### src/rtl/hidden_stream_sequencer.sv
// hidden_stream_sequencer: feeds one inference's hidden-layer activations into the
// hidden-to-output accumulator. Each accepted value is presented with its 1-based node
// index while mult_en is pulsed for MULT_HOLD cycles, then held low for MULT_GAP cycles.
// After the last node the sequencer waits for the accumulator's final_flag, with a
// timeout that completes with a sticky error.
module hidden_stream_sequencer #(
    parameter int unsigned HIDDEN_NODES  = 3000,
    parameter int unsigned MULT_HOLD     = 6,
    parameter int unsigned MULT_GAP      = 2,
    parameter int unsigned FINAL_TIMEOUT = 16
) (
    input  logic               clk,
    input  logic               rst,
    input  logic               start,
    input  logic               h_valid,
    input  logic signed [31:0] h_data,
    output logic               h_ready,
    input  logic               final_flag,
    output logic [12:0]        node_index,
    output logic signed [31:0] hidden_node,
    output logic               mult_en,
    output logic               busy,
    output logic               done,
    output logic               err
);

    // One shared cycle counter times HOLD, GAP and the WAIT_FINAL timeout.
    localparam int unsigned HoldGapMax = (MULT_HOLD > MULT_GAP) ? MULT_HOLD : MULT_GAP;
    localparam int unsigned CntMax     = (HoldGapMax > FINAL_TIMEOUT) ? HoldGapMax
                                                                      : FINAL_TIMEOUT;
    localparam int unsigned CntW       = $clog2(CntMax + 1);

    localparam logic [CntW-1:0] HoldLast    = CntW'(MULT_HOLD - 1);
    localparam logic [CntW-1:0] GapLast     = CntW'(MULT_GAP - 1);
    localparam logic [CntW-1:0] TimeoutLast = CntW'(FINAL_TIMEOUT - 1);
    localparam logic [12:0]     LastNode    = 13'(HIDDEN_NODES);

    typedef enum logic [2:0] {
        StIdle,
        StClear,
        StFetch,
        StHold,
        StGap,
        StWaitFinal,
        StDone
    } state_e;

    state_e             state_q, state_d;
    logic [CntW-1:0]    cnt_q, cnt_d;
    logic [12:0]        node_q, node_d;
    logic signed [31:0] hid_q, hid_d;
    logic               seen_q, seen_d;
    logic               err_q, err_d;
    logic               mult_en_q, mult_en_d;
    logic               h_ready_q, h_ready_d;
    logic               busy_q, busy_d;
    logic               done_q, done_d;

    logic handshake;
    logic at_last;

    assign handshake = h_valid & h_ready_q;
    assign at_last   = (node_q == LastNode);

    // Next-state, datapath updates and registered-output precomputation.
    always_comb begin
        state_d = state_q;
        cnt_d   = cnt_q;
        node_d  = node_q;
        hid_d   = hid_q;
        seen_d  = seen_q;
        err_d   = err_q;

        unique case (state_q)
            StIdle: begin
                // node_index keeps its last value here so finished results survive.
                if (start) begin
                    state_d = StClear;
                    err_d   = 1'b0;
                    node_d  = '0;
                    seen_d  = 1'b0;
                    cnt_d   = '0;
                end
            end

            StClear: begin
                state_d = StFetch;
                cnt_d   = '0;
            end

            StFetch: begin
                if (handshake) begin
                    hid_d   = h_data;
                    // Saturate rather than wrap; GAP routes to WAIT_FINAL at the last node.
                    if (!at_last) begin
                        node_d = node_q + 13'd1;
                    end
                    cnt_d   = '0;
                    state_d = StHold;
                end
            end

            StHold: begin
                if (cnt_q == HoldLast) begin
                    cnt_d   = '0;
                    state_d = StGap;
                end else begin
                    cnt_d = cnt_q + 1'b1;
                end
            end

            StGap: begin
                if (cnt_q == GapLast) begin
                    cnt_d   = '0;
                    state_d = at_last ? StWaitFinal : StFetch;
                end else begin
                    cnt_d = cnt_q + 1'b1;
                end
            end

            StWaitFinal: begin
                if (seen_q) begin
                    state_d = StDone;
                    cnt_d   = '0;
                end else if (cnt_q == TimeoutLast) begin
                    state_d = StDone;
                    err_d   = 1'b1;
                    cnt_d   = '0;
                end else begin
                    cnt_d = cnt_q + 1'b1;
                end
            end

            StDone: begin
                state_d = StIdle;
            end

            default: begin
                state_d = StIdle;
            end
        endcase

        // Remember the accumulator's last-node indication until WAIT_FINAL consumes it.
        if (final_flag && at_last &&
            (state_q == StHold || state_q == StGap || state_q == StWaitFinal)) begin
            seen_d = 1'b1;
        end

        // Outputs are registered copies of what the next state implies.
        mult_en_d = (state_d == StHold);
        h_ready_d = (state_d == StFetch);
        busy_d    = (state_d != StIdle);
        done_d    = (state_d == StDone);
    end

    // State and registered outputs, asynchronously cleared.
    always_ff @(posedge clk or posedge rst) begin
        if (rst) begin
            state_q   <= StIdle;
            cnt_q     <= '0;
            node_q    <= '0;
            hid_q     <= '0;
            seen_q    <= 1'b0;
            err_q     <= 1'b0;
            mult_en_q <= 1'b0;
            h_ready_q <= 1'b0;
            busy_q    <= 1'b0;
            done_q    <= 1'b0;
        end else begin
            state_q   <= state_d;
            cnt_q     <= cnt_d;
            node_q    <= node_d;
            hid_q     <= hid_d;
            seen_q    <= seen_d;
            err_q     <= err_d;
            mult_en_q <= mult_en_d;
            h_ready_q <= h_ready_d;
            busy_q    <= busy_d;
            done_q    <= done_d;
        end
    end

    assign node_index  = node_q;
    assign hidden_node = hid_q;
    assign mult_en     = mult_en_q;
    assign h_ready     = h_ready_q;
    assign busy        = busy_q;
    assign done        = done_q;
    assign err         = err_q;

endmodule

### config.mk
export PLATFORM = sky130hd
export DESIGN_NAME = hidden_stream_sequencer
export DESIGN_NICKNAME = d
export VERILOG_FILES = /design/src/rtl/hidden_stream_sequencer.sv
export SDC_FILE = /design/constraint.sdc
export NUM_CORES = 1
export LEC_CHECK = 0
export BUFFER_PORTS_ARGS = -buffer_cell sky130_fd_sc_hd__buf_4
export CAP_MARGIN = 30
export CORE_ASPECT_RATIO = 0.75
export CORE_MARGIN = 2
export CORE_UTILIZATION = 54
export DETAILED_ROUTE_END_ITERATION = 10
export GPL_ROUTABILITY_DRIVEN = 0
export PLACE_DENSITY_LB_ADDON = 0.05
export SKIP_LAST_GASP = 1
export SLEW_MARGIN = 20
export SYNTH_ARGS = -nofsm -noshare
export SYNTH_HDL_FRONTEND = slang
export SYNTH_SLANG_ARGS = --single-unit
export TNS_END_PERCENT = 30
### constraint.sdc
create_clock -name clk -period 2.7 [get_ports clk]
set_input_delay 0.54 -clock clk [delete_from_list [all_inputs] [get_ports clk]]
set_output_delay 0.54 -clock clk [all_outputs]
set_load 0.01 [all_outputs]
== Word-level counts from Yosys, hierarchy flattened ==
Cells that the tools add are included.

* Add/subtract/negate cells: 2
* $mul: 0
* Divide/modulo/power cells: 0
* $lt $le $gt $ge: 0
* Eq/ne operators: 17
* Shift-type cells: 0
* Mux-type cells: 25
* Bitwise logic cells: 1
* Reductions and logical operators: 16

{| class="wikitable"
|+ Operators by type and width
! kind !! count
|-
| two-way mux 13 bit || 3
|-
| two-way mux 5 bit || 6
|-
| case mux 5 bit (6 select lines) || 1
|-
| case mux 13 bit (2 select lines) || 1
|-
| two-way mux 3 bit || 7
|-
| case mux 3 bit (6 select lines) || 1
|-
| adder 13 x 1 -> 13 bit (second input constant) || 1
|-
| == test 13 x 12 -> 1 bit (second input constant) || 1
|-
| == test 3 x 2 -> 1 bit (second input constant) || 4
|-
| != test 2 bit (second input constant) || 5
|-
| == test 3 bit (second input constant) || 3
|-
| AND reduction 4 bit || 2
|-
| nonzero test 2 bit || 4
|-
| nonzero test 6 bit || 1
|-
| adder 5 x 1 -> 5 bit (second input constant) || 1
|-
| == test 5 x 1 -> 1 bit (second input constant) || 1
|-
| == test 5 x 3 -> 1 bit (second input constant) || 1
|-
| == test 5 x 4 -> 1 bit (second input constant) || 1
|-
| two-way mux 1 bit || 5
|-
| AND reduction 2 bit || 2
|-
| == test 3 x 1 -> 1 bit (second input constant) || 1
|-
| zero test 3 bit || 1
|-
| AND reduction 3 bit || 1
|-
| nonzero test 3 bit || 1
|-
| other kinds (4) || 6
|}

* Register bits after elaboration: 59
* Latch bits: 0
* Memory bits (writable): 0
* Bits in read-only memories: 0
* Input bits: 37
* Output and inout bits: 50
* Memories kept: 0

== Depth between registers and ports, before layout ==
* Depth in word-level cells: 6
* Depth in mapped cells: 7

== Worst setup path before layout ==
Ideal clock, no wire load.

* Path kind: reg-to-reg
* Start point: register cnt_q[1]
* End point: register cnt_q[3]
* Setup time: 0.142 ns
* Data arrival time: 1.694 ns
* Required time: 2.558 ns
* Setup slack: 0.865 ns
* Cell stages (with the launch flop): 7
* Buffers on the path: 0
* Cell sequence: dfrtp_1 -> inv_1 -> ha_1 -> or3b_2 -> o211a_1 -> o311ai_0 -> o211ai_1

* Word-level cells in the longest chain between the ends: 4

{| class="wikitable"
|+ Ends and longest elaborated chain
! item !! RTL line !! RTL
|-
| start: declaration || 49 || <nowiki>logic [CntW-1:0] cnt_q, cnt_d;</nowiki>
|-
| start signal: assignment || 171 || <nowiki>cnt_q <= cnt_d;</nowiki>
|-
| adder 5 x 1 -> 5 bit or == test 5 x 4 -> 1 bit (tied branches) || - ||
|-
| two-way mux 5 bit || 125 || <nowiki>end else if (cnt_q == TimeoutLast) begin</nowiki>
|-
| two-way mux 5 bit || 122 || <nowiki>if (seen_q) begin</nowiki>
|-
| case mux 5 bit (6 select lines) * || 74 || <nowiki>unique case (state_q)</nowiki>
|}

Mark *: on every way between the ends. The rest lies on a longest branch, timed or not.
A chain may end at the register's enable or synchronous reset.

== Worst setup path in the final report ==
* Start point: register state_q[1]
* End point: register node_q[8], in the netlist node_index[8]

* Word-level cells in the longest chain between the ends: 3

{| class="wikitable"
|+ Ends and longest elaborated chain
! item !! RTL line !! RTL
|-
| start: declaration || 48 || <nowiki>state_e state_q, state_d;</nowiki>
|-
| start signal: assignment || 159 || <nowiki>state_q <= StIdle;</nowiki>
|-
| start signal: assignment || 170 || <nowiki>state_q <= state_d;</nowiki>
|-
| == test 3 x 2 -> 1 bit or zero test 3 bit (tied branches) || 74 ||
|-
| != test 2 bit (no line) or nonzero test 2 bit (tied branches) || - ||
|-
| AND reduction 4 bit (no line) || - ||
|-
| end signal: assignment || 172 || <nowiki>node_q <= node_d;</nowiki>
|-
| end: declaration || 50 || <nowiki>logic [12:0] node_q, node_d;</nowiki>
|}

Several ways; a longest one is shown, not always the timed one.

==> metrics.cfg <==
[critical_path]
end_kind=flip-flop
path_cells=nand3_1 -> a2111o_1 -> or3_1 -> a21oi_1
worst-setup-path-type=flip-flop to flip-flop
crit_family=compound AO/OA/AOI/OAI gates
arrival_ns=2.26
cpMaxStageDelayCell=a2111o_1
cp-start-kind=flip-flop
slowest_delay_ns=0.55
cp.buffers_inverters=0
required_ns=2.95
worstPathMaxFanout=13

[finish]
layout.cells.non_filler=388
antenna_cells=0
regArea_um2=1476
finalNetCount=366
final_layout_size_suffix_gt1_share_pct=43.90
multi_input_area_um2=1151
area_growth_pct=33.21
final_area_um2=3613
n_fill_cell=355
utilization_pct=74.17

[place]
dp_hpwl_um=4157
io_buffers=86
dp_cells=372
placed_area_um2=3405

[synth]
ys_warn_count=0
ys_ff_latch=59
synth_edf_count=0
synthArstFlopShare_pct=100.0
synth_cell_types=43
synth.largest_area_cell=dfrtp_1
ys_seq_area_share_pct=54.43
synth_area_leaders=dfrtp_1 54%, mux2_2 14%, ha_1 2.8%
avgSynthCellArea_um2=11.69
synthFlopType=dfrtp_1
synth_nets=275
netlist_area_um2=2713
netlist_instances=232
yosys.area.top_type_share_pct=54.43

[job]
maxCapViolCount=0

[clock_network]
ctsHtreeMaxLevel=3
cts_tree=done
postCtsSetupBuffers=0
cts.path.max_buffers=2
clock-root-buffer=clkbuf_8
clkTransAtPathRegs_ns=0.07
cts_buffers=9
clock-sinks=59
clkLatencyLatePin_ns=0.33
cts_resized=0
hold_buffers=0

[global_routing]
grt_max_degree=60
grt_pass1_wl_um=9301
grt_pass1_vias=1937
grtUsageTotal_pct=21.51
overflow=0
grt_antenna_before_repair=0

[routing]
antenna_left=0
vias=2107
dr.pass1.iters=8
viasPerCell=5.430
drc_errors=6
wl_per_cell_um=14.87
wirelength_um=5771
drt_iter0_markers=148

[timing]
rsz0062_at_grt=false
period_minus_slack_ns=2.007
slew_headroom_pct=51.63
clock_skew_ns=0.008816
fmax_mhz=498.1
fin_crit_sh_pct=74.35
tightest_slew_ns=0.7255
slew_violations=0
finalHoldViolations=0
setup_viol=0
fin_tns_setup_ns=0

[die]
coreArea_um2=4872
die-area_um2=5612
row_count=22
start_util_pct=55.68
num_io_pins=87
dieHeight_um=65.38
die_w_um=85.84

[run_status]
violations=DRC
status=complete, but fails checks

[pwr]
peakVddDrop_mv=0.6681
static-leakage-power_nw=1.674
pwr_density_cell_nw_per_um2=1180
power.total_mw=4.266

[worst_hold_path]
hp-class=input pin to asynchronous set/reset pin

cell usage in the layout (no fill, tap or decap), types with 2 or more instances in the layout:
cell type and instances:
buf_4 89, dfrtp_1 59, mux2_2 34, nor2_1 15, o21ai_0 11, nand2_1 10
a21oi_1 9, clkbuf_8 9, inv_1 8, nand3_1 8, ha_1 6, or3_1 5
nand3b_1 4, nor3_1 4, xnor2_1 4, nor3b_1 3, nand4_1 3, a211oi_1 3
a2111oi_0 3, and3_1 2, nand2b_1 2, o22ai_1 2, a2111o_1 2, a31oi_1 2
nor2b_1 2, or2_2 2, o211ai_1 2, mux2i_1 2, bufinv_16 2, clkbuf_1 2
clkinv_2 2
cells in the mapped netlist (3+ instances only):
master	n
a2111oi_0	3
a211oi_1	3
a21oi_1	9
buf_2	4
clkbuf_1	3
dfrtp_1	59
ha_1	6
inv_1	9
mux2_2	34
nand2_1	10
nand3_1	8
nand3b_1	4
nand4_1	3
nor2_1	16
nor3_1	4
nor3b_1	3
o21ai_0	11
or3_1	5
xnor2_1	4
cell families (layout without fill, tap and decap cells):
group | count (synthesis) | after routing | synth area share, %
xor+xnor | 5 | 5 | 1.614
flops | 59 | 59 | 54.43
fa+ha+maj | 6 | 6 | 2.767
compound gates | 39 | 39 | 9.409
simple gates | 69 | 69 | 13.70
buf+inv | 18 | 114 | 3.229
mux | 36 | 36 | 14.85
path summary, 6_finish.rpt:
kind / end / depth (start not counted) / from / slack, ns
max reg2reg: node_index[8] / 4 / state_q[1] / 0.69
max in group asynchronous: cnt_q[4] / 3 / rst / 1.80
min in group clk: hidden_node[15] / 2 / h_data[15] / 0.44
min reg2reg: err / 2 / err / 0.50
max: node_index[8] / 4 / state_q[1] / 0.69
min: hidden_node[17] / 3 / rst / 0.42
layout make-up:
class	count	share of cell area (%)
clock buffers	11	3.636
clock inverters	5	2.147
inverters	9	0.9349
multi-input cells	155	31.86
flip-flops and latches	59	40.86
well taps	60	2.078
repair buffers	89	18.49
registers in the layout, indices dropped and copies added (netlist names):
| signal | cells |
|---|---|
| busy | 1 |
| cnt_q | 5 |
| done | 1 |
| err | 1 |
| h_ready | 1 |
| hidden_node | 32 |
| mult_en | 1 |
| node_index | 13 |
| seen_q | 1 |
| state_q | 3 |
power breakdown:
part	internal, mW	switching (mW)
registers	1.30	0.353
clock network	0.517	0.332
logic	0.974	0.792
per-layer routing:
layer	track usage [%]	up-vias	wire, µm
met5	0	-	0
met4	6.548	0	54
met3	6.407	6	363
met2	35.25	65	2855
met1	27.82	1012	2498
li1	-	1024	-
stage by stage:
step | worst slack, ns | hold slack (ns)
4_1_cts | 0.6922 | 0.4256
2_1_floorplan | 0.7037 | 0.5035
3_5_place_dp | 0.6990 | 0.4965
3_3_place_gp | 0.7744 | 0.4902
6_report | 0.6925 | 0.4166
5_1_grt | 0.5651 | 0.4242
worst reg2reg max path, delay by kind of cell, from the launching register on:
kind	cells	cell delay, ns
compound gates	2	0.71
flops	1	0.54
simple gates	2	0.70
No activity file was read; power rests on OpenSTA's default activity.
